## config.mk

```make
export PLATFORM = sky130hd
export DESIGN_NAME = cond_flag_unit
export DESIGN_NICKNAME = d
export VERILOG_FILES = /design/src/rtl/alu_pkg.sv /design/src/rtl/cond_eval.sv /design/src/rtl/cond_flag_unit.sv
export SDC_FILE = /design/constraint.sdc
export NUM_CORES = 1
export LEC_CHECK = 0
export BUFFER_PORTS_ARGS = -buffer_cell sky130_fd_sc_hd__buf_2
export CAP_MARGIN = 10
export CELL_PAD_IN_SITES_DETAIL_PLACEMENT = 1
export CELL_PAD_IN_SITES_GLOBAL_PLACEMENT = 1
export CORE_MARGIN = 4
export CORE_UTILIZATION = 35
export DETAILED_ROUTE_END_ITERATION = 16
export PLACE_DENSITY_LB_ADDON = 0.1
export SYNTH_ARGS = -nofsm -noshare
export SYNTH_HDL_FRONTEND = slang
export SYNTH_SLANG_ARGS = --single-unit
```

## constraint.sdc

```tcl
create_clock -name clk -period 2.05 [get_ports clk]
set_input_delay 0.615 -clock clk [delete_from_list [all_inputs] [get_ports clk]]
set_output_delay 0.615 -clock clk [all_outputs]
set_load 0.03 [all_outputs]
```

## src/rtl/alu_pkg.sv

```systemverilog
// Purpose: shared constants for the ALU flag / condition-code interface.
// Contents: flag bit positions, ARM-style condition codes, result-buffer states.
// Ports: none (package).
package alu_pkg;

  // Bit positions inside the 4-bit flag vector.
  localparam int FLAG_V = 0;
  localparam int FLAG_N = 1;
  localparam int FLAG_Z = 2;
  localparam int FLAG_C = 3;

  // Condition codes.
  localparam logic [3:0] COND_EQ = 4'h0;
  localparam logic [3:0] COND_NE = 4'h1;
  localparam logic [3:0] COND_CS = 4'h2;
  localparam logic [3:0] COND_CC = 4'h3;
  localparam logic [3:0] COND_MI = 4'h4;
  localparam logic [3:0] COND_PL = 4'h5;
  localparam logic [3:0] COND_VS = 4'h6;
  localparam logic [3:0] COND_VC = 4'h7;
  localparam logic [3:0] COND_HI = 4'h8;
  localparam logic [3:0] COND_LS = 4'h9;
  localparam logic [3:0] COND_GE = 4'hA;
  localparam logic [3:0] COND_LT = 4'hB;
  localparam logic [3:0] COND_GT = 4'hC;
  localparam logic [3:0] COND_LE = 4'hD;
  localparam logic [3:0] COND_AL = 4'hE;
  localparam logic [3:0] COND_NV = 4'hF;

  // One-entry result buffer occupancy.
  typedef enum logic {
    ST_EMPTY = 1'b0,
    ST_FULL  = 1'b1
  } buf_state_e;

endpackage

```

## src/rtl/cond_eval.sv

```systemverilog
// Purpose: combinational evaluation of a condition code against a flag vector.
// Latency: zero (pure combinational), no backpressure.
// Ports: flags_i (V,N,Z,C at FLAG_* positions), code_i (condition), pass_o (1 = true).
module cond_eval
  import alu_pkg::*;
(
  input  logic [3:0] flags_i,
  input  logic [3:0] code_i,
  output logic       pass_o
);

  logic n, z, c, v;

  assign n = flags_i[FLAG_N];
  assign z = flags_i[FLAG_Z];
  assign c = flags_i[FLAG_C];
  assign v = flags_i[FLAG_V];

  always_comb begin
    pass_o = 1'b0;
    case (code_i)
      COND_EQ: pass_o = z;
      COND_NE: pass_o = ~z;
      COND_CS: pass_o = c;
      COND_CC: pass_o = ~c;
      COND_MI: pass_o = n;
      COND_PL: pass_o = ~n;
      COND_VS: pass_o = v;
      COND_VC: pass_o = ~v;
      COND_HI: pass_o = c & ~z;
      COND_LS: pass_o = ~c | z;
      COND_GE: pass_o = (n == v);
      COND_LT: pass_o = (n != v);
      COND_GT: pass_o = ~z & (n == v);
      COND_LE: pass_o = z | (n != v);
      COND_AL: pass_o = 1'b1;
      default: pass_o = 1'b0; // NV: reserved, never passes
    endcase
  end

endmodule

```

## src/rtl/cond_flag_unit.sv

```systemverilog
// Purpose: architectural status register plus condition evaluation with a one-entry result buffer.
// Latency: result valid one cycle after query acceptance; flag writes take effect at the next edge.
// Backpressure: cond_ready = buffer empty | pass_ready; flag writes are never stalled.
// Ports: clk/rst_n; flags_in/flags_we (ALU flag write); cond_valid/cond_code/cond_ready (query);
//        pass_valid/pass/pass_ready (result); flags_out (status register).
module cond_flag_unit
  import alu_pkg::*;
#(
  parameter bit         FORWARD     = 1'b1,
  parameter logic [3:0] RESET_FLAGS = 4'b0000
) (
  input  logic       clk,
  input  logic       rst_n,
  input  logic [3:0] flags_in,
  input  logic       flags_we,
  input  logic       cond_valid,
  input  logic [3:0] cond_code,
  output logic       cond_ready,
  output logic       pass_valid,
  output logic       pass,
  input  logic       pass_ready,
  output logic [3:0] flags_out
);

  logic [3:0] flags_q, flags_d;
  buf_state_e state_q;
  logic       pass_q;
  logic [3:0] eval_flags;
  logic       eval_pass;
  logic       accept;

  assign cond_ready = (state_q == ST_EMPTY) | pass_ready;
  assign accept     = cond_valid & cond_ready;

  // With forwarding, a query landing with a flag write sees the incoming flags.
  assign eval_flags = (FORWARD && flags_we) ? flags_in : flags_q;
  assign flags_d    = flags_we ? flags_in : flags_q;

  cond_eval u_cond_eval (
    .flags_i (eval_flags),
    .code_i  (cond_code),
    .pass_o  (eval_pass)
  );

  always_ff @(posedge clk or negedge rst_n) begin
    if (!rst_n) flags_q <= RESET_FLAGS;
    else        flags_q <= flags_d;
  end

  // Result buffer: pass is captured at acceptance and never re-evaluated while held.
  always_ff @(posedge clk or negedge rst_n) begin
    if (!rst_n) begin
      state_q <= ST_EMPTY;
      pass_q  <= 1'b0;
    end else if (state_q == ST_EMPTY) begin
      if (accept) begin
        state_q <= ST_FULL;
        pass_q  <= eval_pass;
      end
    end else if (pass_ready) begin
      if (accept) begin
        pass_q  <= eval_pass;
      end else begin
        state_q <= ST_EMPTY;
        pass_q  <= 1'b0;
      end
    end
  end

  assign pass_valid = (state_q == ST_FULL);
  assign pass       = pass_q;
  assign flags_out  = flags_q;

endmodule
```

## Yosys cells after proc, flatten, opt, wreduce, memory -nomap -nowiden

Index checks and enable logic that the tools add are counted.

- Output and inout port bits: 7
- Flip-flop bits (word level): 6
- Bits of input ports: 13

- Eq/ne operators: 17
- Bitwise operators: 11
- Multiplexer cells: 9
- Reduce and logical (&&, ||, !) cells: 3

Operator list:

| kind | count |
|---|---|
| $eq 4x4->1 const B | 7 |
| $eq 4x3->1 const B | 4 |
| $pmux 1 s15 | 1 |
| $eq 4x2->1 const B | 2 |
| $mux 1 | 7 |
| $not 1->1 | 5 |
| $eq 4x1->1 const B | 1 |
| $logic_not 4->1 | 1 |
| $mux 4 | 1 |
| $and 1x1->1 | 3 |
| $or 1x1->1 | 3 |
| $ne 2x2->1 const B | 1 |
| $reduce_and 2->1 | 1 |
| $reduce_bool 2->1 | 1 |
| $eq 1x1->1 | 1 |
| $ne 1x1->1 | 1 |

## Logic depth before layout (Yosys ltp)

- Depth after elaboration: 7
- Depth in mapped cells: 6

## Modules after synthesis

A second synthesis with hierarchy kept.

- Cell total of the unflattened synthesis: 44
- Area total of the unflattened synthesis: 429.2 sq um

By module, submodules not included:

| module | cells an instance | area an instance (sq um) | instances |
|---|---|---|---|
| cond_flag_unit | 16 | 235.2 | 1 |
| cond_eval | 28 | 193.9 | 1 |

## Worst setup path before layout

OpenSTA, ideal clock, no wires.

- Path type: input to register
- From: input flags_in[0]
- To: register pass_q (netlist: pass)
- Library setup time: 0.087 ns
- Slack: 0.319 ns
- Path buffers: 0
- Required time: 1.963 ns
- Stages: 5
- Arrival time: 1.644 ns
- Cells stage by stage: xnor2_1 > mux2_4 > o21a_1 > a211o_1 > o211ai_1

- Longest elaborated chain between the ends: 7
- Elaborated cells on any way between the ends: 11

RTL lines:

| what | line | text |
|---|---|---|
| from (decl) | cond_flag_unit.sv:14 | `input logic [3:0] flags_in,` |
| $mux 4 (*) | -- |  |
| $ne 1x1->1 or $eq 1x1->1 (tied branches) | -- |  |
| $or 1x1->1 or $and 1x1->1 (tied branches) | cond_eval.sv:35, cond_eval.sv:34 |  |
| $pmux 1 s15 (*) | cond_eval.sv:21 | `case (code_i)` |
| $mux 1 | cond_flag_unit.sv:61 | `if (accept) begin` |
| $mux 1 | cond_flag_unit.sv:60 | `end else if (pass_ready) begin` |
| $mux 1 (*) | cond_flag_unit.sv:55 | `end else if (state_q == ST_EMPTY) begin` |
| to (signal assigned) | cond_flag_unit.sv:58 | `pass_q <= eval_pass;` |
| to (signal assigned) | cond_flag_unit.sv:62 | `pass_q <= eval_pass;` |
| to (decl) | cond_flag_unit.sv:27 | `logic pass_q;` |

Mark *: on every way between the ends. The rest lies on a longest branch, timed or not. The select of a mux whose other input is x is not followed.
A chain may end at the register's enable or synchronous reset.

## Final worst setup path

Same ends and word-level chain as after synthesis.

==> impl_metrics.json <==
{
  "cp_slowest_cell": "mux2_4",
  "synth_top_area_share_pct": 29.9,
  "yosysTopAreaCell": "dfrtp_1",
  "area_growth_pct": 23.1,
  "htree_levels": 1,
  "portBuffers": 19,
  "syn-cell-area_um2": 503,
  "drc": 0,
  "ys_ff_latch": 6,
  "track_usage_pct": 15.8,
  "seq_area_um2": 150,
  "antenna_found_initial": 0,
  "relSlewSlack_pct": 82.8,
  "crit_chain": "buf_2 > xnor2_1 > mux2_4 > o21a_1 > a211o_1 > o211ai_1",
  "min_period_ns": 1.70,
  "layout-drive-gt1-share_pct": 38.7,
  "yosysSeqAreaShare_pct": 29.9,
  "maxSlewViolCount": 0,
  "ys.flop_type": "dfrtp_1",
  "synth_cell_types": 25,
  "dieArea_um2": 2110,
  "fillCellCount": 169,
  "die_h_um": 45.9,
  "ant_nets": 0,
  "p_per_area_nw_per_um2": 640,
  "grt_pass1_vias": 501,
  "core_um2": 1330,
  "path_max_fanout": 3,
  "worstMarginPinSlew_ns": 0.256,
  "routedWlPerCell_um": 15.9,
  "cts_root_buf": "clkbuf_4",
  "hold_violations": 0,
  "r2r-end": "pass$_DFFE_PN0P_",
  "cts_setup_buffers": 0,
  "hold_path_class": "input pin to asynchronous set/reset pin",
  "skew_ns": 0.00982,
  "worst_setup_path_start_kind": "input pin",
  "avgSynthCellArea_um2": 8.98,
  "fin_util_pct": 46.4,
  "first_pass_iters": 3,
  "max_freq_mhz": 587,
  "viasPerCell": 5.34,
  "gp_congestion": 0.687,
  "synth_area_leaders": "dfrtp_1, mux2_2, mux2i_1",
  "multi_input_area_um2": 333,
  "ctsResizeCount": 0,
  "max-vdd-ir-drop_v": 0.000299,
  "topRoutingLayerUsed": "met4",
  "wl_met1_um": 598,
  "antennaDiodeCount": 0,
  "yosys-top-cells-count": "nor2_1, dfrtp_1, mux2_2",
  "routed_wirelength_mm": 1.43,
  "critPathArrivalTime_ns": 1.86,
  "cap_viol_max_count": 0,
  "clock_latency_ns": 0.25,
  "yosys_warnings": 0,
  "tns_ns": 0,
  "synth_edf_count": 0,
  "cts_tree": "done",
  "synth_cells": 56,
  "setup_viol_count_final": 0,
  "synth_async_sr_flop_share_pct": 100,
  "fp.dieW_um": 45.9,
  "cts_buffer_depth": 2,
  "drt_iter0_drc": 13,
  "p_leak_nw": 0.284,
  "crit_type": "input pin to register",
  "critPathCaptureType": "register",
  "critPathBufInv": 1,
  "cts_buffers": 3,
  "reg2reg_depth": 5,
  "placed_cell_area_um2": 597,
  "cts.reportedPaths.clkPinSlew_ns": 0.05,
  "fin_crit_sh_pct": 83.1,
  "clkSinkCount": 6,
  "rr_startpoint": "flags_out[0]$_DFF_PN0_",
  "top_level_ports": 20,
  "grt_max_degree": 13,
  "design_area_um2": 619,
  "dpl.hpwl_mm": 1.13,
  "rows": 13,
  "rsz0062_at_grt": "false",
  "outcome": "completed",
  "max_stage_delay_ns": 0.32,
  "met3WireLength_um": 121,
  "crit_family": "compound AO/OA/AOI/OAI gates",
  "wl_met2_um": 703,
  "r2r_slack_ns": 0.62,
  "cp-startpoint": "flags_in[0]",
  "syn_nets": 69,
  "grt.overflow.total": 0,
  "cts_hold_buf": 0,
  "yosysMostFrequentCell": "nor2_1",
  "start_util_pct": 37.7,
  "vias": 481,
  "crit_required_ns": 2.21,
  "nets": 90,
  "grt_pass1_wl_mm": 2.31
}
## routing by layer
| layer | up-vias | GRT usage [%] |
|---|---|---|
| met1 | 218 | 17.7 |
| li1 | 242 | - |
| met4 | 0 | 5.11 |
| met3 | 2 | 5.53 |
| met2 | 19 | 27.5 |
| met5 | - | 0 |
## metrics by stage
step	instances	worst slack [ns]	power [mW]	hold WS, ns
after floorplan	56	0.319	0.241	0.319
after global placement	87	0.131	0.286	0.451
after detailed placement	87	0.110	0.288	0.452
after CTS	90	0.342	0.404	0.191
after global routing	90	0.238	0.426	0.192
final	90	0.347	0.396	0.190
## cell families (layout without fill, tap and decap cells)
group                  count (synthesis)  in the layout  synth area share, %
buffers and inverters                  3             22                 3.98
XOR/XNOR                               2              2                 3.48
flip-flops                             6              6                 29.8
AND/OR/NAND/NOR                       24             24                 23.6
multiplexers                          11             11                 24.4
AO/OA/AOI/OAI                         10             10                 14.7
## state kept, by name, indices dropped and copies added, names as in the netlist
register,flops
pass_valid,1
pass,1
flags_out,4
## cell type report
| cell class | count | area share (%) |
|---|---|---|
| well taps | 15 | 3.03 |
| repair buffers | 19 | 15.4 |
| multi-input cells | 47 | 53.7 |
| flip-flops and latches | 6 | 24.2 |
| clock buffers | 3 | 3.64 |
## power by group
part	internal (mW)	total [mW]	switching, mW	leakage (nW)
clock	0.0663	0.110	0.0440	0.0138
sequential	0.131	0.142	0.0102	0.0704
combinational	0.0586	0.144	0.0855	0.200
total	0.256	0.396	0.140	0.284
## placed cells by master (no fill, tap or decap), drive strengths merged, types with 2 or more instances in the layout
cell type	instances
nor3	2
dfrtp	6
o21ai	2
nand2b	4
nand3	2
buf	19
mux2	7
clkbuf	3
xnor2	2
nor2	7
nand2	5
nand3b	2
mux2i	4
## worst max-delay path by stage
stage / to / cells after the start
after CTS: cond_ready / 3
after detailed placement: pass$_DFFE_PN0P_ / 6
after floorplan: pass$_DFFE_PN0P_ / 5
after global placement: pass$_DFFE_PN0P_ / 6
final: pass$_DFFE_PN0P_ / 6
after global routing: pass$_DFFE_PN0P_ / 6
Power figures use the tool's default switching activity.
